$ cat config.mk
export PLATFORM = sky130hd
export DESIGN_NAME = thread_scheduler
export DESIGN_NICKNAME = d
export VERILOG_FILES = /design/src/rtl/thread_scheduler.sv
export SDC_FILE = /design/constraint.sdc
export NUM_CORES = 1
export LEC_CHECK = 0
export BUFFER_PORTS_ARGS = -buffer_cell sky130_fd_sc_hd__buf_2
export CORE_MARGIN = 3
export CORE_UTILIZATION = 47
export CTS_CLUSTER_SIZE = 16
export DETAILED_ROUTE_END_ITERATION = 10
export PLACE_DENSITY = 0.81
export SLEW_MARGIN = 20
export SYNTH_ARGS = -nofsm -noshare
export SYNTH_HDL_FRONTEND = slang
export SYNTH_SLANG_ARGS = --single-unit
export TNS_END_PERCENT = 20
$ cat constraint.sdc
create_clock -name clock -period 2.3 [get_ports clock]
set_input_delay 0.115 -clock clock [delete_from_list [all_inputs] [get_ports clock]]
set_output_delay 0.115 -clock clock [all_outputs]
set_load 0.01 [all_outputs]
$ cat src/rtl/thread_scheduler.sv
// thread_scheduler: per-core control FSM that walks one block of threads through
// FETCH -> DECODE -> REQUEST -> (WAIT) -> EXECUTE -> UPDATE, owns the shared PC
// of converged lanes and broadcasts the current stage to the datapath.
// Optional build macro: SCHED_PERF_CNT_EN adds perf_cycles / perf_instrs counters.
module thread_scheduler #(
  parameter int THREADS_PER_BLOCK = 4,
  parameter int PC_WIDTH          = 8,
  parameter int TC_WIDTH          = $clog2(THREADS_PER_BLOCK) + 1
) (
  input  logic                         clock,
  input  logic                         reset,
  input  logic                         start,
  input  logic [TC_WIDTH-1:0]          thread_count,
  input  logic                         fetch_ready,
  input  logic                         decoded_mem,
  input  logic                         decoded_ret,
  input  logic [THREADS_PER_BLOCK-1:0] lsu_busy,
  input  logic [PC_WIDTH-1:0]          next_pc,
  output logic [2:0]                   core_state,
  output logic                         fetch_req,
  output logic [PC_WIDTH-1:0]          current_pc,
  output logic [THREADS_PER_BLOCK-1:0] active_mask,
  output logic                         done
`ifdef SCHED_PERF_CNT_EN
  ,
  output logic [31:0]                  perf_cycles,
  output logic [31:0]                  perf_instrs
`endif
);

  localparam logic [2:0] S_IDLE    = 3'd0;
  localparam logic [2:0] S_FETCH   = 3'd1;
  localparam logic [2:0] S_DECODE  = 3'd2;
  localparam logic [2:0] S_REQUEST = 3'd3;
  localparam logic [2:0] S_WAIT    = 3'd4;
  localparam logic [2:0] S_EXECUTE = 3'd5;
  localparam logic [2:0] S_UPDATE  = 3'd6;
  localparam logic [2:0] S_DONE    = 3'd7;

  localparam logic [TC_WIDTH-1:0] TC_MAX = TC_WIDTH'(THREADS_PER_BLOCK);

  // Lane i is active iff i is below the (already clamped) thread count.
  function automatic logic [THREADS_PER_BLOCK-1:0] lanes_below(input logic [TC_WIDTH-1:0] cnt);
    logic [THREADS_PER_BLOCK-1:0] m;
    m = '0;
    for (int i = 0; i < THREADS_PER_BLOCK; i++) begin
      m[i] = (TC_WIDTH'(i) < cnt);
    end
    return m;
  endfunction

  logic [2:0]                   state_q, state_d;
  logic [PC_WIDTH-1:0]          pc_q, pc_d;
  logic [THREADS_PER_BLOCK-1:0] mask_q, mask_d;
  logic                         fetch_req_q, fetch_req_d;
  logic                         done_q, done_d;
  logic                         start_ok_s;
  logic [TC_WIDTH-1:0]          count_clamped_s;

  // Clamp the requested thread count to the number of physical lanes.
  always_comb begin
    if (thread_count > TC_MAX) begin
      count_clamped_s = TC_MAX;
    end else begin
      count_clamped_s = thread_count;
    end
  end

  // Next-state, shared PC and lane mask; outputs are derived from the next state
  // so that every broadcast signal is registered and aligned with core_state.
  always_comb begin
    state_d    = state_q;
    pc_d       = pc_q;
    mask_d     = mask_q;
    start_ok_s = 1'b0;
    case (state_q)
      S_IDLE, S_DONE: begin
        if (start) begin
          // A launch from DONE with zero threads lands straight back in DONE.
          start_ok_s = 1'b1;
          mask_d     = lanes_below(count_clamped_s);
          pc_d       = '0;
          if (count_clamped_s != '0) begin
            state_d = S_FETCH;
          end else begin
            state_d = S_DONE;
          end
        end else begin
          state_d = state_q;
        end
      end
      S_FETCH: begin
        if (fetch_ready) begin
          state_d = S_DECODE;
        end else begin
          state_d = S_FETCH;
        end
      end
      S_DECODE: begin
        state_d = S_REQUEST;
      end
      S_REQUEST: begin
        if (decoded_mem) begin
          state_d = S_WAIT;
        end else begin
          state_d = S_EXECUTE;
        end
      end
      S_WAIT: begin
        // Only lanes that belong to this block can hold the core in WAIT.
        if ((lsu_busy & mask_q) == '0) begin
          state_d = S_EXECUTE;
        end else begin
          state_d = S_WAIT;
        end
      end
      S_EXECUTE: begin
        state_d = S_UPDATE;
      end
      S_UPDATE: begin
        if (decoded_ret) begin
          state_d = S_DONE;
        end else begin
          pc_d    = next_pc;
          state_d = S_FETCH;
        end
      end
      default: begin
        state_d = S_IDLE;
      end
    endcase
    fetch_req_d = (state_d == S_FETCH);
    done_d      = (state_d == S_DONE);
  end

  // Control state and registered outputs; reset discards any in-flight work.
  always_ff @(posedge clock) begin
    if (reset) begin
      state_q     <= S_IDLE;
      pc_q        <= '0;
      mask_q      <= '0;
      fetch_req_q <= 1'b0;
      done_q      <= 1'b0;
    end else begin
      state_q     <= state_d;
      pc_q        <= pc_d;
      mask_q      <= mask_d;
      fetch_req_q <= fetch_req_d;
      done_q      <= done_d;
    end
  end

  assign core_state  = state_q;
  assign current_pc  = pc_q;
  assign active_mask = mask_q;
  assign fetch_req   = fetch_req_q;
  assign done        = done_q;

`ifdef SCHED_PERF_CNT_EN
  logic [31:0] cyc_q, cyc_d;
  logic [31:0] ins_q, ins_d;

  // Saturating busy-cycle and retired-instruction counters, cleared per launch.
  always_comb begin
    cyc_d = cyc_q;
    ins_d = ins_q;
    if (start_ok_s) begin
      cyc_d = 32'd0;
      ins_d = 32'd0;
    end else begin
      if ((state_q != S_IDLE) && (state_q != S_DONE) && (cyc_q != 32'hFFFF_FFFF)) begin
        cyc_d = cyc_q + 32'd1;
      end else begin
        cyc_d = cyc_q;
      end
      if ((state_q == S_UPDATE) && (ins_q != 32'hFFFF_FFFF)) begin
        ins_d = ins_q + 32'd1;
      end else begin
        ins_d = ins_q;
      end
    end
  end

  // Counter registers.
  always_ff @(posedge clock) begin
    if (reset) begin
      cyc_q <= 32'd0;
      ins_q <= 32'd0;
    end else begin
      cyc_q <= cyc_d;
      ins_q <= ins_d;
    end
  end

  assign perf_cycles = cyc_q;
  assign perf_instrs = ins_q;
`endif

endmodule

[Word level (Yosys, flattened, before mapping)]
Cells that the tools add are included.
Storage, ports and cells
  bits in latches: 0
  memory bits (writable): 0
  memory bits (read-only): 0
  flip-flop bits (word level): 17
  logic and storage cells: 40
  memories: 0
  bits of input ports: 21
Operators by class
  reductions and logical operators: 7
  equal/unequal tests: 11
  divide/modulo/power cells: 0
  multipliers: 0
  shift operators: 0
  multiplexer cells: 11
  $add $sub $neg: 0
  magnitude comparators: 5
  bitwise operators: 1
Operators by type and width (number)
  3-bit case mux with 7 select lines: 1
  8-bit two-way mux: 2
  8-bit case mux with 2 select lines: 1
  3-bit equality test (second input constant): 5
  3-bit two-way mux: 4
  3-bit by 1-bit equality test with 1-bit output (second input constant): 2
  3-bit by 2-bit equality test with 1-bit output (second input constant): 2
  1-bit by 3-bit less-than comparator with 1-bit output (first input constant): 2
  2-bit by 3-bit less-than comparator with 1-bit output (first input constant): 2
  4-bit bitwise AND: 1
  4-bit logical NOT: 1
  2-bit != test (second input constant): 2
  3-bit greater-than comparator (second input constant): 1
  3-bit logical NOT: 1
  3-bit AND reduction: 1
  3-bit nonzero test: 1
  1-bit two-way mux: 2
  2-bit two-way mux: 1
  2-bit AND reduction: 1
  2-bit nonzero test: 1
  2-bit OR reduction: 1

[Logic depth before layout (Yosys ltp)]
Gate-level depths: netlist (run 1).
  depth in word-level cells: 7
  depth in mapped cells: 5
  depth with buffers taken out: 4

[Worst setup path before layout (run 1)]
No wires, ideal clock.
  path kind: register to register
  start: reg state_q[2] (netlist: core_state[2])
  end: reg fetch_req_q (netlist: fetch_req)
  setup time: 0.117 ns
  slack: 0.958 ns
  stages on the path, launching flop included: 6
  arrival time: 1.225 ns
  cells stage by stage: dfxtp_1 > buf_4 > nand2b_1 > a2bb2oi_1 > a22oi_2 > and4bb_1
Between the ends
  longest elaborated chain between the ends: 4
Ends and longest elaborated chain
  start, declared: line 52  | logic [2:0] state_q, state_d;
  start signal, assigned: line 145  | state_q <= state_d;
  3-bit equality test / 3-bit logical NOT (equally long branches): line 76  | case (state_q)
  2-bit OR reduction: line 76
  3-bit case mux with 7 select lines (*): line 76
  3-bit by 1-bit equality test with 1-bit output (*): line 132  | fetch_req_d = (state_d == S_FETCH);
  end signal, assigned: line 148  | fetch_req_q <= fetch_req_d;
  end, declared: line 55  | logic fetch_req_q, fetch_req_d;
Mark *: on every way between the ends. The rest lies on a longest branch, timed or not.
A chain may end at the register's enable or synchronous reset.

[Worst setup path in the final report (run 1)]
  start: reg state_q[2] (netlist: core_state[2])
  end: reg pc_q[5] (netlist: current_pc[5])
Between the ends
  longest elaborated chain between the ends: 4
Ends and longest elaborated chain
  3-bit equality test / 3-bit logical NOT (equally long branches): line 76
  2-bit OR reduction: line 76
  2-bit != test (no line) / 2-bit nonzero test (equally long branches)
  3-bit AND reduction (no line)
  end signal, assigned: line 146  | pc_q <= pc_d;
  end, declared: line 53  | logic [PC_WIDTH-1:0] pc_q, pc_d;
Parallel ways exist; a longest one is shown, timed or not.

==> impl_summary.log, run 1 <==
INFO  metric result_of_the_run = finished clean
INFO  metric drc_violations = 0
INFO  metric number_of_inserted_diodes = 0
INFO  metric worstHoldPathType = in -> reg
INFO  metric dp_hpwl = 1310 um
INFO  metric tightest_slew = 450 ps
INFO  metric ys_ff_latch = 17
INFO  metric tritoncts.num_buffers = 3
INFO  metric postCtsSetupBuffers = 0
INFO  metric powerDensity = 767 nW/um2
INFO  metric cp.arrival = 1740 ps
INFO  metric routed-via-count = between 700 and 800
INFO  metric antenna_found_initial = 0
INFO  metric postRouteWirelength = 1700 um
INFO  metric cts_num_sinks = 17
INFO  metric grt_first_pass_wirelength = 2900 um
INFO  metric areaGrowthSynthToFinish = 26.6%
INFO  metric ys_warn_count = 0
INFO  metric synth_top_area_frac = 0.432
INFO  metric core.rowCount = 14
INFO  metric clock_path_buffers = 2
INFO  metric combinational_fraction_of_design_power = 0.298
INFO  metric finalSetupViolations = 0
INFO  metric cts.root.buffer_cell = clkbuf_4
INFO  metric design.portCount = 38
INFO  metric floorplan.die.width = 46.9 um
INFO  metric netlist_top_cells_count = dfxtp_1 (17), nor2_1 (16), a22oi_1 (8)
INFO  metric post_cts_resize_count = 0
INFO  metric postSynthNetCount = slightly above 100
INFO  metric worst_ir_drop_vdd = 0.510 mV
INFO  metric power.sequential.fraction = 0.493
INFO  metric drt_pass1_iterations = 4
INFO  metric io_buffer_count = 37
INFO  metric drt_iter0_drc = 11
INFO  metric yosys-top-cells-area = dfxtp_1 (43%), a22oi_1 (7.6%), nor2_1 (7.6%), nor3_4 (4.1%), a211oi_1 (2.9%)
INFO  metric finalMaxSlewViolations = 0
INFO  metric route.antenna.remaining_nets = 0
INFO  metric max_slew_margin = 0.697
INFO  metric synthesis.area = 787 um2
INFO  metric htree_num_levels = 1
INFO  metric power_frac_clock = 0.209
INFO  metric grt.total_usage = 0.184
INFO  metric instance_count_of_the_mapped_netlist = 80
INFO  metric timing.final.crit_period = 1550 ps
INFO  metric post-synth-top-count-cell = dfxtp_1
INFO  metric final_cell_count_no_fill = 133
INFO  metric synthDominantAreaCellType = dfxtp_1
INFO  metric primary_flip_flop_cell_chosen_by_synthesis_mapping = dfxtp_1
INFO  metric grt-ovfl-total = 0
INFO  metric via_count_of_the_first_global_routing_pass = around 650
INFO  metric final.fill_count = 140
INFO  metric rsz0062_at_grt = no
INFO  metric worst_ep_required_time = roughly 2500 ps
INFO  metric place.gp.congestion = 0.735
INFO  metric placeableCoreArea = 1540 um2
INFO  metric start_util = 0.511
INFO  metric finalHoldViolCount = 0
INFO  metric p_leak = 0.453 nW
INFO  metric ys_async_sr_fraction = 0
INFO  metric tritoncts = yes
INFO  metric crit_path_class = reg -> reg
INFO  metric netlist-cell-type-count = 32
INFO  metric critical_path.endpoint_type = register
INFO  metric timing.critical_path.fanout_max = 12
INFO  metric drt-wirelength-per-cell = 12.8 um
INFO  metric grt_max_degree = 15
INFO  metric cts.clk_slew.worst_paths = 100 ps
INFO  metric sequential_share_of_the_synthesized_area = 0.432
INFO  metric setup_total_negative_slack = 0 ps
INFO  metric clock_insertion_delay_worst_skew = around 300 ps
INFO  metric place_inst = ~130
INFO  metric power.internal = 0.000501 W
INFO  metric timing.fmax = 644 MHz
INFO  metric netSwitchingFraction = 0.344
INFO  metric final.setup_skew = 5.82 ps
INFO  metric chipHeight = 46.9 um
INFO  metric edff_count_synth = 0
INFO  metric syn-mean-instance-area = 9.84 um2
INFO  metric power.switching = 0.000262 W
INFO  metric final_nets = roughly 140
INFO  metric cts.hold.buffers_added = 0
INFO  metric layout_cell_share_with_drive_strength_beyond_1 = 0.436
INFO  metric critical_path.startpoint_type = register
INFO  metric dieArea = 2200 um2
INFO  metric max_cap_violations = 0
INFO  metric post_drt_via_cell_ratio = approximately 5.4
INFO  metric share_of_the_clock_period_used_by_the_worst_path = 0.676
-- logic make-up after synthesis --
| kind of cell | after synthesis | synth area share |
|---|---|---|
| buffers and inverters | 7 | 0.0493 |
| AND/OR/NAND/NOR | 32 | 0.258 |
| flip-flops | 17 | 0.432 |
| multiplexers | 1 | 0.0127 |
| AO/OA/AOI/OAI | 23 | 0.248 |
-- state kept, by name, indices dropped and copies added (netlist names) --
| signal | cells |
|---|---|
| done | 1 |
| active_mask | 4 |
| core_state | 3 |
| current_pc | 8 |
| fetch_req | 1 |
-- power by group through the flow --
stage | registers, W | clock network [W] | logic [W]
after floorplan | 0.000368 | 0 | 0.000180
after global placement | 0.000380 | 0 | 0.000227
after detailed placement | 0.000383 | 0 | 0.000230
after CTS | 0.000376 | 0.000166 | 0.000231
after global routing | 0.000385 | 0.000179 | 0.000255
final | 0.000376 | 0.000160 | 0.000227
-- metrics by stage --
stage,power (W),util,worst slack [ps],hold WS (ps),area [um2]
after global placement,0.000608,0.628,821,363,968
after floorplan,0.000548,-,958,188,787
after CTS,0.000773,0.646,749,48.8,996
final,0.000763,0.646,746,58.6,996
after detailed placement,0.000613,0.628,759,380,968
after global routing,0.000819,0.646,537,70.1,996
-- worst max-delay path, cell delays in order, from the launching register on --
cell and delay, ps:
dfxtp_1 560, nor4bb_1 350, buf_4 230, nor3_4 80, a22oi_1 170, nor2_1 50
-- cells in the final DEF (no fill, tap or decap), types with 2 or more instances in the layout --
cell type	instances
nor2_1	16
a211oi_1	3
nor3_4	2
dfxtp_1	17
inv_1	2
buf_2	37
a21oi_1	2
a22oi_1	8
nand2_1	4
clkbuf_4	3
-- worst paths after layout --
kind / from / end / slack, ps / cells past startpoint
worst min-delay path: next_pc[3] / current_pc[3] / 60 / 3
worst min register to register: current_pc[3] / current_pc[3] / 510 / 2
worst max register to register: core_state[2] / current_pc[5] / 750 / 5
worst max-delay path: core_state[2] / current_pc[5] / 750 / 5
-- layout make-up --
class	count	area, um2	share of cell area
Multi-Input combinational cell	56	408	0.410
Timing Repair Buffer	38	193	0.193
Inverter	2	7.51	0.00754
Tap cell	16	20.0	0.0201
Sequential cell	17	340	0.342
Clock inverter	1	5.00	0.00503
Clock buffer	3	22.5	0.0226
-- metal layers --
| layer | GRT usage | up-vias | share of wire |
|---|---|---|---|
| li1 | - | 372 | - |
| met1 | 0.245 | 318 | 0.45 |
| met2 | 0.287 | 25 | 0.45 |
| met3 | 0.0383 | 2 | 0.071 |
| met4 | 0.0829 | 0 | 0.021 |
| met5 | 0 | - | 0 |
Note: power is estimated with default switching activity, not from simulation.
==> run 2, diff against run 1 <==
--- a/config.mk
+++ b/config.mk
@@ -5,12 +5,13 @@
 export SDC_FILE = /design/constraint.sdc
 export NUM_CORES = 1
 export LEC_CHECK = 0
+export ABC_AREA = 1
 export BUFFER_PORTS_ARGS = -buffer_cell sky130_fd_sc_hd__buf_2
 export CORE_MARGIN = 3
-export CORE_UTILIZATION = 47
+export CORE_UTILIZATION = 44
 export CTS_CLUSTER_SIZE = 16
 export DETAILED_ROUTE_END_ITERATION = 10
-export PLACE_DENSITY = 0.81
+export PLACE_DENSITY = 0.76
 export SLEW_MARGIN = 20
 export SYNTH_ARGS = -nofsm -noshare
 export SYNTH_HDL_FRONTEND = slang
==> constraint.sdc (replaced) <==
create_clock -name clock -period 1.5 [get_ports clock]
set_input_delay 0.075 -clock clock [delete_from_list [all_inputs] [get_ports clock]]
set_output_delay 0.075 -clock clock [all_outputs]
set_load 0.01 [all_outputs]
==> run 2 against run 1 <==
Sequential power rose by 71%. Synthesized cell count up 53%. First-iteration DRC count is 55% higher. Register-to-register slack worse by 550 ps. Core utilization decreased by 0.64 points. Worst hold slack lost 30 ps. Cell area is 3.5% higher. Non-clock buffer count shrank 1. Critical endpoint is now active_mask[0].
==> impl_summary.log, run 2 <==
INFO  metric tritoncts.num_buffers = 3 (unchanged)
INFO  metric syn-mean-instance-area = 6.59 um2 (-33%)
INFO  metric start_util = 0.499 (-0.0113)
INFO  metric number_of_inserted_diodes = 0 (unchanged)
INFO  metric rsz0062_at_grt = no
INFO  metric max_slew_margin = 0.785 (+0.0884)
INFO  metric critical_path.endpoint_type = register
INFO  metric drc_violations = 0 (unchanged)
INFO  metric largest_reg_flops = 8 (unchanged)
INFO  metric synth_top_area_frac = 0.423 (-0.00942)
INFO  metric netlist_top_cells_count = nand2_1 (44), dfxtp_1 (17), a21oi_1 (13)
INFO  metric share_of_the_clock_period_used_by_the_worst_path = 0.870 (+0.194)
INFO  metric result_of_the_run = finished clean
INFO  metric timing.critical_path.fanout_max = 9 (-3)
INFO  metric antenna_found_initial = 0 (unchanged)
INFO  metric dp_hpwl = 1590 um (+22%)
INFO  metric synth_top_family_by_area = simple AND/OR/NAND/NOR gates
INFO  metric grt-ovfl-total = 0 (unchanged)
INFO  metric areaGrowthSynthToFinish = 28.1%
INFO  metric finalSetupViolations = 0 (unchanged)
INFO  metric floorplan.die.width = 48.8 um (+3.9%)
INFO  metric r2r-start = core_state[0]
INFO  metric timing.fmax = 766 MHz (+19%)
INFO  metric synth_compound_gate_area_share = 0.112 (-0.136)
INFO  metric place.gp.congestion = 0.836 (+14%)
INFO  metric cpLargestDelayFamily = flip-flops
INFO  metric routed-via-count = 867 (+21%)
INFO  metric cts.hold.buffers_added = 0 (unchanged)
INFO  metric io_buffer_count = 37 (unchanged)
INFO  metric chipHeight = 48.8 um (+3.9%)
INFO  metric power.internal = 0.000915 W (+83%)
INFO  metric most_common_library_cell_in_the_layout_ignoring_fill_and_taps = nand2_1
INFO  metric instance_count_of_the_mapped_netlist = 122 (+53%)
INFO  metric netSwitchingFraction = 0.440 (+0.0965)
INFO  metric post_synth_xor_area_fraction = 0 (unchanged)
INFO  metric power_frac_clock = 0.145 (-0.064)
INFO  metric ys_ff_latch = 17 (unchanged)
INFO  metric primary_flip_flop_cell_chosen_by_synthesis_mapping = dfxtp_1
INFO  metric htree_num_levels = 1 (unchanged)
INFO  metric finish.utilization = 0.640 (-0.00635)
INFO  metric hold_start = next_pc[6]
INFO  metric post_synth_fa_ha_maj_area_fraction = 0 (unchanged)
INFO  metric timing.critical_path.from = core_state[0]
INFO  metric drt-wirelength-per-cell = 10.5 um (-18%)
INFO  metric combinational_fraction_of_design_power = 0.462 (+0.164)
INFO  metric synthDominantAreaCellType = dfxtp_1
INFO  metric design.portCount = 38 (unchanged)
INFO  metric layout_cell_share_with_drive_strength_beyond_1 = 0.298 (-0.138)
INFO  metric netlist-cell-type-count = 17 (-47%)
INFO  metric timing.final.crit_period = 1300 ps (-249 ps)
INFO  metric ys_async_sr_fraction = 0 (unchanged)
INFO  metric placeableCoreArea = 1610 um2 (+4.5%)
INFO  metric cp.buffers_inverters = 1 (unchanged)
INFO  metric final.setup_skew = 5.87 ps (+0.0530 ps)
INFO  metric p_leak = 0.555 nW (+22%)
INFO  metric drt_pass1_iterations = 4 (unchanged)
INFO  metric cts.root.buffer_cell = clkbuf_4
INFO  metric route.antenna.remaining_nets = 0 (unchanged)
INFO  metric synth_simple_gate_area_frac = 0.381 (+0.123)
INFO  metric worst_ep_required_time = 1690 ps (-800 ps)
INFO  metric layout.cells.most_common_list = nand2_1 (44), buf_2 (37), dfxtp_1 (17), a21oi_1 (13), nand3_1 (12)
INFO  metric grt.total_usage = 0.165 (-0.0190)
INFO  metric cp.arrival = 1490 ps (-250 ps)
INFO  metric critical_path.startpoint_type = register
INFO  metric critPathMaxStageDelay = 520 ps (-40 ps)
INFO  metric finalMaxSlewViolations = 0 (unchanged)
INFO  metric via_count_of_the_first_global_routing_pass = 727 (+11%)
INFO  metric yosys-top-cells-area = dfxtp_1 (42%), nand2_1 (21%), a21oi_1 (8.1%), nand3_1 (7.5%), inv_1 (5.1%)
INFO  metric crit_path_top_delay_cell = dfxtp_1
INFO  metric tritoncts = yes
INFO  metric postSynthNetCount = 143 (+42%)
INFO  metric post-synth-top-count-cell = nand2_1
INFO  metric post_drt_via_cell_ratio = 4.69 (-13%)
INFO  metric cells_along_the_critical_path = nor2_1 > nand2_1 > nand2_2 > nand2_2 > inv_2 > o21ai_0 > nor2_1
INFO  metric clock_path_buffers = 2 (unchanged)
INFO  metric yosys-mux-area-fraction = 0 (-0.0127)
INFO  metric postCtsSetupBuffers = 0 (unchanged)
INFO  metric worst_ir_drop_vdd = 0.837 mV (+64%)
INFO  metric power.sequential.fraction = 0.393 (-0.100)
INFO  metric power.switching = 0.000720 W (+170%)
INFO  metric worstHoldPathType = in -> reg
INFO  metric hold-path-cell-count = 3 (unchanged)
INFO  metric final_nets = 183 (+32%)
INFO  metric critical_path_cell_count = 7 (+2)
INFO  metric powerDensity = 1590 nW/um2 (+110%)
INFO  metric setup_total_negative_slack = 0 ps (unchanged)
INFO  metric finalHoldViolCount = 0 (unchanged)
INFO  metric edff_count_synth = 0 (unchanged)
INFO  metric postRouteWirelength = 1940 um (+14%)
INFO  metric core.rowCount = 14 (unchanged)
INFO  metric cts.clk_slew.worst_paths = 90 ps (about the same)
INFO  metric rr_worst_depth = 7 (+2)
INFO  metric grt_first_pass_wirelength = 3110 um (+7.1%)
INFO  metric ys_warn_count = 0 (unchanged)
INFO  metric cts_num_sinks = 17 (unchanged)
INFO  metric crit_path_class = reg -> reg
INFO  metric clock_insertion_delay_worst_skew = 280 ps (-20 ps)
INFO  metric synthesis.area = 805 um2 (+2.2%)
INFO  metric post_cts_resize_count = 0 (unchanged)
INFO  metric drt_iter0_drc = 17 (+6)
INFO  metric sequential_share_of_the_synthesized_area = 0.423 (-0.00942)
INFO  metric grt_max_degree = 13 (-2)
INFO  metric tightest_slew = 322 ps (-128 ps)
INFO  metric dieArea = 2380 um2 (+8.0%)
INFO  metric max_cap_violations = 0 (unchanged)
==> run 2: changes by cell type after synthesis, moves of 3 or more <==
cell / change
o21ai_0: +3
inv_1: +9
buf_4: -3
nand2_1: +40
a22oi_1: -8
a21oi_1: +11
a211oi_1: -3
nor2_1: -8
nand3_1: +12
inv_2: +3
==> run 2: layout make-up <==
cell class,instances,area [um2]
fillers,163,581
multi-input cells,89,397
repair buffers,37,185
flip-flops and latches,17,340
inverters,14,52.6
well taps,24,30.0
clock buffers,4,26.3
==> run 2: metal layers <==
layer / part of all wire / track usage / vias up
li1: - / - / 466
met1: 0.41 / 0.188 / 365
met2: 0.52 / 0.299 / 34
met3: 0.073 / 0.0583 / 2
met4: 0.0031 / 0.0284 / 0
met5: 0 / 0 / -
==> run 2: path summary, 6_finish.rpt <==
check             slack [ps]        endpoint
setup reg to reg         200  active_mask[0]
hold reg to reg          470   current_pc[2]
hold / removal            30   current_pc[6]
setup / recovery         200  active_mask[0]
==> run 2: logic make-up (layout without fill, tap and decap cells) <==
family          count (synthesis)  after routing
simple gates                   71             71
buf+inv                        16             55
compound gates                 18             18
flops                          17             17
==> run 2: stage by stage <==
stage / hold WS, ps / std cells / area [um2] / power, W / setup slack (ps)
finish: 29.1 / 185 / 1030 / 0.00164 / 195
global route: 14.5 / 185 / 1030 / 0.00178 / 68.0
CTS: 19.9 / 185 / 1030 / 0.00165 / 211
detailed placement: 334 / 181 / 1000 / 0.00140 / 227
global placement: 329 / 181 / 1000 / 0.00139 / 262
floorplan: 144 / 122 / 805 / 0.00119 / 342
==> run 2: worst reg2reg max path, stage by stage (launching register included) <==
cell,delay [ps]
dfxtp_1,520
nor2_1,110
nand2_1,110
nand2_2,90
nand2_2,110
inv_2,60
o21ai_0,150
nor2_1,50
==> run 2: power by group through the flow <==
stage               sequential [W]  combinational (W)  clock, W
floorplan                 0.000669           0.000523         0
global placement          0.000651           0.000740         0
detailed placement        0.000652           0.000752         0
CTS                       0.000642           0.000754  0.000250
global route              0.000661           0.000847  0.000276
finish                    0.000643           0.000755  0.000237
==> run 3, diff against run 2 <==
--- a/config.mk
+++ b/config.mk
@@ -6,12 +6,11 @@
 export NUM_CORES = 1
 export LEC_CHECK = 0
 export ABC_AREA = 1
-export BUFFER_PORTS_ARGS = -buffer_cell sky130_fd_sc_hd__buf_2
 export CORE_MARGIN = 3
-export CORE_UTILIZATION = 44
+export CORE_UTILIZATION = 50
 export CTS_CLUSTER_SIZE = 16
 export DETAILED_ROUTE_END_ITERATION = 10
-export PLACE_DENSITY = 0.76
+export DONT_BUFFER_PORTS = 1
 export SLEW_MARGIN = 20
 export SYNTH_ARGS = -nofsm -noshare
 export SYNTH_HDL_FRONTEND = slang
==> run 3 against run 2 <==
Via count decreased by 6.7%. Critical path depth unchanged. Critical endpoint is now done. Wire length decreased by 0.93%. Power decreased by 2.6%. Worst setup slack improved by 74 ps. Flip-flop and latch count unchanged. Sequential share of layout area increased by 2.5 points. First-iteration DRC count decreased by 82%. Worst hold slack got worse by 10 ps. Clock skew decreased by 5.2 ps. Non-clock buffer count decreased by 24.
==> impl_summary.log, run 3 (synthesis gave the netlist of run 2 again) <==
INFO  metric result_of_the_run = finished clean
INFO  metric number_of_inserted_diodes = 0 (unchanged)
INFO  metric timing.final.crit_period = 1230 ps (-73.8 ps)
INFO  metric powerDensity = 1650 nW/um2 (+3.9%)
INFO  metric core.rowCount = 13 (-1)
INFO  metric tritoncts.num_buffers = 3 (unchanged)
INFO  metric drt-wirelength-per-cell = 12.7 um (+21%)
INFO  metric r2r-start = core_state[0]
INFO  metric layout_cell_share_with_drive_strength_beyond_1 = 0.109 (-0.189)
INFO  metric final_nets = 159 (-13%)
INFO  metric power.internal = 0.000876 W (-4.3%)
INFO  metric finalSetupViolations = 0 (unchanged)
INFO  metric tightest_slew = 421 ps (+99.0 ps)
INFO  metric finalMaxSlewViolations = 0 (unchanged)
INFO  metric grt_max_degree = 13 (unchanged)
INFO  metric start_util = 0.575 (+0.0759)
INFO  metric finish.utilization = 0.691 (+0.0508)
INFO  metric rsz0062_at_grt = no
INFO  metric setup_total_negative_slack = 0 ps (unchanged)
INFO  metric drt_pass1_iterations = 4 (unchanged)
INFO  metric place.gp.congestion = 0.905 (+8.2%)
INFO  metric share_of_the_clock_period_used_by_the_worst_path = 0.821 (-0.0492)
INFO  metric timing.critical_path.fanout_max = 9 (unchanged)
INFO  metric clock_insertion_delay_worst_skew = 280 ps (about the same)
INFO  metric htree_num_levels = 1 (unchanged)
INFO  metric route.antenna.remaining_nets = 0 (unchanged)
INFO  metric drt_iter0_drc = 3 (-14)
INFO  metric cts.clk_slew.worst_paths = 100 ps (about the same)
INFO  metric via_count_of_the_first_global_routing_pass = 769 (+5.8%)
INFO  metric floorplan.die.width = 46.1 um (-5.4%)
INFO  metric final.fill_count = 132 (-19%)
INFO  metric post_drt_via_cell_ratio = 5.32 (+14%)
INFO  metric tritoncts = yes
INFO  metric timing.critical_path.from = core_state[0]
INFO  metric globalRouteMet1Util = 0.239 (+0.0510)
INFO  metric power.sequential.fraction = 0.439 (+0.046)
INFO  metric netSwitchingFraction = 0.450 (+0.00975)
INFO  metric final_cell_count_no_fill = 152 (-18%)
INFO  metric register_area = 343 um2 (+0.74%)
INFO  metric crit_path_class = reg -> reg
INFO  metric combinational_fraction_of_design_power = 0.411 (-0.051)
INFO  metric cts_num_sinks = 17 (unchanged)
INFO  metric place_inst = 136 (-25%)
INFO  metric antenna_found_initial = 0 (unchanged)
INFO  metric finalHoldViolCount = 0 (unchanged)
INFO  metric cts.root.buffer_cell = clkbuf_4
INFO  metric postRouteWirelength = 1930 um (-0.93%)
INFO  metric worst_ep_required_time = 1690 ps (about the same)
INFO  metric dp_hpwl = 1420 um (-11%)
INFO  metric max_slew_margin = 0.719 (-0.0667)
INFO  metric grt_first_pass_wirelength = 3190 um (+2.7%)
INFO  metric dp_worst_setup_slack = 146 ps (-80.5 ps)
INFO  metric design.portCount = 38 (unchanged)
INFO  metric worst_ir_drop_vdd = 0.850 mV (+1.6%)
INFO  metric gr-max-usage-layer = met2
INFO  metric largest_reg_flops = 8 (unchanged)
INFO  metric worstHoldPathType = in -> reg
INFO  metric grt-ovfl-total = 0 (unchanged)
INFO  metric hold_start = decoded_ret
INFO  metric chipHeight = 46.1 um (-5.4%)
INFO  metric p_leak = 0.444 nW (-20%)
INFO  metric max_cap_violations = 0 (unchanged)
INFO  metric timing.fmax = 812 MHz (+6.0%)
INFO  metric final.setup.worst_slack = 269 ps (+73.8 ps)
INFO  metric io_buffer_count = 0 (-100%)
INFO  metric drc_violations = 0 (unchanged)
INFO  metric power.switching = 0.000716 W (-0.48%)
INFO  metric most_common_library_cell_in_the_layout_ignoring_fill_and_taps = nand2_1
INFO  metric clock_path_buffers = 2 (unchanged)
INFO  metric cp.arrival = 1420 ps (-70 ps)
INFO  metric met2_usage = 0.352 (+0.0530)
INFO  metric layout.cells.most_common_list = nand2_1 (44), dfxtp_1 (15), a21oi_1 (13), nand3_1 (12), dlygate4sd3_1 (12)
INFO  metric placeableCoreArea = 1400 um2 (-13%)
INFO  metric power_frac_clock = 0.150 (+0.005)
INFO  metric multi_input_comb_area = 397 um2 (unchanged)
INFO  metric areaGrowthSynthToFinish = 20.1%
INFO  metric final.setup_skew = 0.633 ps (-5.24 ps)
INFO  metric postCtsSetupBuffers = 0 (unchanged)
INFO  metric dieArea = 2130 um2 (-11%)
INFO  metric critical_path.endpoint_type = register
INFO  metric critical_path.startpoint_type = register
INFO  metric grt.total_usage = 0.209 (+0.0434)
INFO  metric grt_use_met3 = 0.0625 (+0.00422)
INFO  metric routed-via-count = 809 (-6.7%)
INFO  metric design_power_total = 0.00159 W (-2.6%)
## run 3: cell types whose count changed in the layout (fill, tap and decap cells not counted), sizes merged
cell / previous run / this run
clkbuf: 4 / 3
buf: 37 / 1
clkinv: 0 / 1
dlygate4sd3: 0 / 12
## run 3: what timing repair did
action	CTS	global route
hold buffers	12	0
resized for setup	0	2
endpoints found under the setup margin	0	13
hold endpoints to repair	13	0
## run 3: power by group through the flow
stage | clock (W) | sequential [W] | combinational [W]
final | 0.000239 | 0.000698 | 0.000654
after global routing | 0.000262 | 0.000716 | 0.000754
after CTS | 0.000250 | 0.000696 | 0.000652
after detailed placement | 0 | 0.000705 | 0.000622
after global placement | 0 | 0.000702 | 0.000614
after floorplan | 0 | 0.000669 | 0.000523
## run 3: worst paths after layout
check / slack [ps] / endpoint / cells after the start
max: 270 / done / 7
min: 20 / current_pc[5] / 3
max reg2reg: 270 / done / 7
min reg2reg: 520 / current_pc[5] / 2
## run 3: cell type report
class / instances / share of cell area
Sequential cell: 17 / 0.355
Clock inverter: 1 / 0.00518
Inverter: 14 / 0.0544
Timing Repair Buffer: 13 / 0.132
Multi-Input combinational cell: 89 / 0.411
Tap cell: 15 / 0.0194
Clock buffer: 3 / 0.0233
## run 3: through the flow
step	hold slack, ps	area, um2
final	18.9	966
after global routing	16.9	966
after CTS	2.40	963
after detailed placement	148	816
after global placement	145	816
after floorplan	144	805
## run 3: metal layers
metal | up-vias | share of wire
li1 | 415 | -
met2 | 28 | 0.52
met1 | 360 | 0.38
met4 | 0 | 0.024
met5 | - | 0
met3 | 6 | 0.080
## run 3: critical path, stage by stage (launching register included)
cell and delay, ps:
dfxtp_2 460, nor2_4 70, nand3_1 120, nand2_1 60, nor2_1 220, nand2_1 90
nand2_1 70, nor2_1 40
